## src/rtl/pack_arb_pkg.sv

```systemverilog
// Shared definitions for the byte-packing arbiter.
//   state_t        : arbiter FSM states (PAD is used only by the flush build)
//   BYTES_PER_WORD : bytes packed into one FIFO word
//   idx_w()        : index width for a vector of n sources (minimum 1 bit)
package pack_arb_pkg;

  typedef enum logic [1:0] {
    ST_IDLE    = 2'd0,
    ST_COLLECT = 2'd1,
    ST_PUSH    = 2'd2,
    ST_PAD     = 2'd3
  } state_t;

  localparam int BYTES_PER_WORD = 4;

  function automatic int idx_w(input int n);
    return (n <= 2) ? 1 : $clog2(n);
  endfunction

endpackage

```

## src/rtl/pack_arbiter_rr_pick.sv

```systemverilog
// Combinational round-robin picker: returns the first requesting index at or
// after i_ptr, wrapping at N.
//   i_req  in  N    request vector
//   i_ptr  in  IW   highest-priority index this round (must be < N)
//   o_idx  out IW   picked index (0 when nothing requests)
//   o_any  out 1    at least one request is set
module rr_pick #(
  parameter int N  = 4,
  parameter int IW = 2
) (
  input  logic [N-1:0]  i_req,
  input  logic [IW-1:0] i_ptr,
  output logic [IW-1:0] o_idx,
  output logic          o_any
);

  logic [N-1:0] w_rot;

  always_comb begin
    // Rotate so bit 0 corresponds to the pointer position.
    w_rot = N'({i_req, i_req} >> i_ptr);
    o_any = 1'b0;
    o_idx = '0;
    for (int k = 0; k < N; k++) begin
      if (!o_any && w_rot[k]) begin
        o_any = 1'b1;
        o_idx = IW'((int'(i_ptr) + k) % N);
      end
    end
  end

endmodule

```

## src/rtl/pack_arbiter.sv

```systemverilog
// Arbitrates NUM_REQ byte sources onto one 8->32 packing shift register.
// Grants one source round-robin, holds the grant for a full word, strobes
// bytes into the packer, then pushes the finished word into the FIFO.
// Optional macro TIMEOUT_FLUSH_EN: a partial word idle for TIMEOUT cycles is
// zero-padded (PAD state) and pushed with word_bytes = bytes actually received.
// Ports:
//   clk, rst              clock, synchronous active-high reset
//   req_valid/req_data    per-source byte and valid (source i at [8i+7:8i])
//   req_ready             byte of source i accepted when valid & ready
//   shift_en/shift_data   packer shift strobe and byte
//   fifo_full             downstream FIFO cannot accept
//   fifo_push             completed word written to FIFO this edge
//   word_src/word_bytes   owner and valid byte count of the pushed word
//   busy                  FSM not idle
module pack_arbiter
  import pack_arb_pkg::*;
#(
  parameter int NUM_REQ = 4,
  parameter int TIMEOUT = 16
) (
  input  logic                 clk,
  input  logic                 rst,
  input  logic [NUM_REQ-1:0]   req_valid,
  input  logic [8*NUM_REQ-1:0] req_data,
  output logic [NUM_REQ-1:0]   req_ready,
  output logic                 shift_en,
  output logic [7:0]           shift_data,
  input  logic                 fifo_full,
  output logic                 fifo_push,
  output logic [2:0]           word_src,
  output logic [2:0]           word_bytes,
  output logic                 busy
);

  localparam int IW = idx_w(NUM_REQ);

  state_t        r_state, w_next;
  logic [1:0]    r_cnt;
  logic [IW-1:0] r_ptr, r_grant;
  logic [IW-1:0] w_pick_idx, w_ptr_inc;
  logic          w_pick_any, w_accept, w_push, w_timeout;
  logic [7:0]    w_byte [NUM_REQ];

  for (genvar i = 0; i < NUM_REQ; i++) begin : g_bytes
    assign w_byte[i] = req_data[8*i +: 8];
  end

  rr_pick #(.N(NUM_REQ), .IW(IW)) u_pick (
    .i_req (req_valid),
    .i_ptr (r_ptr),
    .o_idx (w_pick_idx),
    .o_any (w_pick_any)
  );

  assign w_accept  = (r_state == ST_COLLECT) && req_valid[r_grant];
  assign w_push    = (r_state == ST_PUSH) && !fifo_full;
  assign w_ptr_inc = (r_grant == IW'(NUM_REQ - 1)) ? '0 : r_grant + 1'b1;

`ifdef TIMEOUT_FLUSH_EN
  localparam int TW = $clog2(TIMEOUT + 1);
  logic [TW-1:0] r_idle;
  logic [2:0]    r_bytes;

  // Fires on the TIMEOUT-th consecutive idle cycle of a partial word.
  assign w_timeout  = (r_state == ST_COLLECT) && (r_cnt != 2'd0) && !w_accept &&
                      (r_idle == TW'(TIMEOUT - 1));
  assign word_bytes = r_bytes;

  always_ff @(posedge clk) begin
    if (rst) begin
      r_idle  <= '0;
      r_bytes <= 3'(BYTES_PER_WORD);
    end else begin
      if (r_state != ST_COLLECT || w_accept) r_idle <= '0;
      else if (r_cnt != 2'd0)                r_idle <= r_idle + 1'b1;
      if (w_timeout)   r_bytes <= {1'b0, r_cnt};
      else if (w_push) r_bytes <= 3'(BYTES_PER_WORD);
    end
  end
`else
  assign w_timeout  = 1'b0;
  assign word_bytes = 3'(BYTES_PER_WORD);
`endif

  always_comb begin
    w_next     = r_state;
    req_ready  = '0;
    shift_en   = 1'b0;
    shift_data = 8'h00;
    fifo_push  = 1'b0;
    word_src   = 3'd0;
    busy       = (r_state != ST_IDLE);
    case (r_state)
      ST_IDLE: begin
        if (w_pick_any) w_next = ST_COLLECT;
      end
      ST_COLLECT: begin
        req_ready[r_grant] = 1'b1;
        shift_en           = req_valid[r_grant];
        shift_data         = w_byte[r_grant];
        if (w_accept && r_cnt == 2'(BYTES_PER_WORD - 1)) w_next = ST_PUSH;
        else if (w_timeout)                              w_next = ST_PAD;
      end
      ST_PUSH: begin
        fifo_push = !fifo_full;
        word_src  = 3'(r_grant);
        if (!fifo_full) w_next = ST_IDLE;
      end
`ifdef TIMEOUT_FLUSH_EN
      ST_PAD: begin
        // Zero bytes fill the rest of the word; sources are held off.
        shift_en = 1'b1;
        if (r_cnt == 2'(BYTES_PER_WORD - 1)) w_next = ST_PUSH;
      end
`endif
      default: w_next = ST_IDLE;
    endcase
  end

  always_ff @(posedge clk) begin
    if (rst) begin
      r_state <= ST_IDLE;
      r_cnt   <= 2'd0;
      r_ptr   <= '0;
      r_grant <= '0;
    end else begin
      r_state <= w_next;
      if (r_state == ST_IDLE && w_pick_any) r_grant <= w_pick_idx;
      // Count wraps 3->0 on the last byte of the word.
      if (w_accept || r_state == ST_PAD)    r_cnt   <= r_cnt + 1'b1;
      if (w_push)                           r_ptr   <= w_ptr_inc;
    end
  end

endmodule

```

## config.mk

```make
export PLATFORM = sky130hd
export DESIGN_NAME = pack_arbiter
export DESIGN_NICKNAME = d
export VERILOG_FILES = /design/src/rtl/pack_arb_pkg.sv /design/src/rtl/pack_arbiter_rr_pick.sv /design/src/rtl/pack_arbiter.sv
export SDC_FILE = /design/constraint.sdc
export NUM_CORES = 1
export LEC_CHECK = 0
export CORE_MARGIN = 1
export CORE_UTILIZATION = 32
export CTS_CLUSTER_DIAMETER = 40
export DETAILED_ROUTE_END_ITERATION = 6
export PLACE_DENSITY = 0.8
export SETUP_SLACK_MARGIN = 0.4
export SLEW_MARGIN = 20
export SYNTH_ARGS = -nofsm -noshare
export SYNTH_HDL_FRONTEND = slang
export SYNTH_SLANG_ARGS = --single-unit
```

## constraint.sdc

```tcl
create_clock -name clk -period 1.6 [get_ports clk]
set_input_delay 0.32 -clock clk [delete_from_list [all_inputs] [get_ports clk]]
set_output_delay 0.32 -clock clk [all_outputs]
set_load 0.02 [all_outputs]
```

==> summary.md, run 1 <==
The flow ran to the end, but the final reports show violations. The checks that failed: setup timing. The initial core utilization was 33.5%; the die span in y was 55.5 um.

Entering global routing, the biggest net connects 14 pins. The logs give 872 um2 for the multi-input gate area in the final layout and -0.308 ns for the slack of the critical path. The die covers 0.00308 mm2.

Subtracting the final worst setup slack from the clock period gives 1.91 ns. Across the run, the number of max-cap violations was 0. The post-placement worst setup slack was -0.623 ns; the count of flip-flops with a built-in enable after synthesis was 0.

For the final max-slew violation count, the log shows 0. Summed over all layers, the global routing overflow is 0. For the post-route cell area, the log shows 0.00216 mm2. The tools report the cell area after synthesis as 915 um2. Data on the critical path is required at its endpoint by 1.28 ns.

Synthesis instantiated 30 different standard cells from the library. The HPWL reported at the end of detailed placement was 2.18 mm; the data arrival time of the worst path was 1.59 ns. The first routing iteration left 69 violations.

The clock arrives with 0.0124 ns of skew. The critical path goes through buf_12, mux4_2, and2_4, buf_6. The first TritonRoute pass finished after 4 iterations. The H-tree depth was 1; the area of placed instances was 0.00164 mm2.

Synthesis inferred 8 register bits. The share of post-route cells with drive strength above 1 was 62.2%; the via count of the first global-routing pass was 1178. The average instance area after synthesis works out to 9.43 um2. The cell with the largest stage delay on the worst path was mux4_2.

0 antenna diodes ended up in the layout. The launching instance or port of the critical path was r_grant[0]. Compared with the post-synthesis result, the final layout area differs by 136%. Of the synthesized area, sequential elements account for 17.5%. Clock tree synthesis inserted a total of 3 buffers. The areal power density over the cells was 442 mW/mm2; the critical path's largest stage delay was 0.53 ns. On the critical path the largest part of the delay comes from multiplexers. The reg-to-reg setup timing slack was -0.13 ns. Along the worst path, the maximum fanout reaches 4. The tools report the total core area as 0.00273 mm2. The critical path ends at shift_data[5].

Based on the critical path, the design can be clocked at up to 0.524 GHz. STA classifies the critical path startpoint as a register. For this run, the total global-route usage over all layers was measured as 24.9%. The area of all sequential standard cells was 175 um2.

Clock-pin slew was measured on the worst setup and hold paths at 0.07 ns. The launching point of the worst reg2reg path was r_grant[0]. The critical path runs through a total of 4 cells. After filler insertion, the fill cell instance count of the layout stands at 144.

Initial antenna violation count: 0. The worst register-to-register path ends at r_cnt[1]. Counting every sink on the clock net gives 8. In the layout the commonest cells are buf_6 (35), clkdlybuf4s50_1 (25), buf_4 (23). The via total after detailed routing was 1222; the cell count after placement was 195. The most common cell after layout, fill and taps aside is buf_6. Buffers placed on the I/O ports in this run total 55. The run gives 2 as the number of buffers between clock root and the deepest sink.

In this run the static leakage power is 0.973 nW. The biggest area contributor in the post-synthesis netlist is mux4_1. The worst setup path is captured at an output pin. In the routed layout, each cell is associated on average with a via count of 5.46.

During synthesis, Yosys emitted a total of 0 warnings. By area the synthesized netlist is led by mux4_1 (23%), dfxtp_1 (18%), and2_1 (10%), ha_1 (6.8%), mux2i_1 (5.5%). The number of buffers and inverters on the critical path is 2. VDD sags by at most 0.470 mV. The type of the worst setup path was register to output pin. After synthesis, the largest area contributor takes up 23.0% of total cell area. The final net count was 238.

Share of flip-flops with an asynchronous set or reset: 0%. The number of cells on the worst reg-to-reg path is 9, and the floorplan row count is 19. The number of failing hold endpoints at the final stage was 0.

Cell count after synthesis: 97. The detail route stage leaves a number of antenna-violating nets equal to 0. The most instantiated flip-flop cell in the synthesis netlist is dfxtp_1. Of the available clock period, the critical path in the final layout requires 119%. In this run the clock root is driven by a clkbuf_4. The die outline width works out to 55.5 um.

Hold repair after CTS inserted 0 buffers. At the end of routability-driven placement, the weighted congestion stood at 0.770. Setup repair after global routing could not meet its margin everywhere. The first global-routing pass estimated 5.83 mm of wire. Once layout is complete, the cells apart from fillers number 224.

TritonCTS built the clock tree. For the sum of negative setup slack, the log shows -3.37 ns. The total length of routed wires is 4.73 mm, and the detailed-route DRC error count is 0. After detailed routing, the average wire length per cell comes to 21.1 um.

Setup violations remaining at the end of the flow were counted as 16. For this design the top-level I/O count stands at 60. The kind of path behind the tightest hold check was register to register. For the worst-skew pair, the clock arrives at the later sink with an insertion delay of 0.27 ns.
[worst min-delay path by stage]
stage,endpoint,slack (ns),startpoint,cells after the start
final,r_cnt[1],0.52,r_cnt[1],2
after floorplan,r_cnt[1],0.46,r_cnt[1],2
after detailed placement,r_cnt[1],0.50,r_cnt[1],2
after global routing,r_cnt[1],0.57,r_cnt[1],2
after global placement,r_cnt[1],0.48,r_cnt[1],2
after CTS,r_cnt[1],0.52,r_cnt[1],2
[what timing repair did]
item                       in CTS  in global routing
buffers inserted               16                  9
resized for setup             132                 53
pin swaps                      14                 11
setup endpoints to repair      25                 25
[where the power goes]
| part | switching, W | internal, W | total (W) |
|---|---|---|---|
| logic | 0.000220 | 0.000331 | 0.000551 |
| clock network | 0.0000813 | 0.0000961 | 0.000177 |
| registers | 0.0000189 | 0.000206 | 0.000225 |
| total | 0.000321 | 0.000633 | 0.000954 |
[registers in the layout, summed over array words and instances (netlist names)]
signal	flops
r_ptr	2
r_grant	2
r_cnt	2
r_state	2
[routing by layer]
metal | global-route usage [%] | share of wire (%)
met4 | 10.7 | 2.6
met5 | 0 | 0
met3 | 6.56 | 9.3
met2 | 44.9 | 50
met1 | 27.2 | 38
[cells in the mapped netlist, types with 2 or more instances]
| cell | n |
|---|---|
| o21ai_0 | 4 |
| clkbuf_1 | 2 |
| mux2i_1 | 5 |
| and2_1 | 15 |
| buf_4 | 4 |
| conb_1 | 2 |
| ha_1 | 5 |
| mux4_1 | 8 |
| nor2_1 | 10 |
| inv_1 | 8 |
| nor2b_1 | 2 |
| dfxtp_1 | 8 |
| a221oi_1 | 3 |
| a21oi_1 | 5 |
[cell type report]
type                    instances  area share, %
inverters                       8           1.62
repair buffers                 99           46.8
clock buffers                   4           1.22
well taps                      31           1.80
flip-flops and latches          8           8.12
multi-input cells              74           40.4
[worst reg2reg max path, delay by kind of cell, from the launching register on]
family	cells	cell delay (ns)
buffers and inverters	5	0.66
DFF	1	0.37
and+or+nand+nor	2	0.18
AOI/OAI and AO/OA	1	0.23
muxes	1	0.17
[per-stage QoR]
step	hold WS (ns)	power (W)	utilization [%]
6_report	0.524	0.000954	78.9
4_1_cts	0.517	0.000859	70.5
2_1_floorplan	0.465	0.000432	-
3_5_place_dp	0.504	0.000619	60.1
3_3_place_gp	0.480	0.000608	60.1
5_1_grt	0.566	0.000993	78.9
[cell families after synthesis]
group,synth area share [%]
simple gates,22.8
buf+inv,9.58
compound gates,13.0
mux,28.5
flops,17.5
fa+ha+maj,6.84
other cells,0.821
xor+xnor,0.958
Power figures use the tool's default switching activity.
==> run 2: changes to the inputs <==
--- a/config.mk
+++ b/config.mk
@@ -5,7 +5,6 @@
 export SDC_FILE = /design/constraint.sdc
 export NUM_CORES = 1
 export LEC_CHECK = 0
-export CORE_MARGIN = 1
 export CORE_UTILIZATION = 32
 export CTS_CLUSTER_DIAMETER = 40
 export DETAILED_ROUTE_END_ITERATION = 6
==> results of run 2 <==
The final DEF is identical to that of run 1; final timing and power are the same.
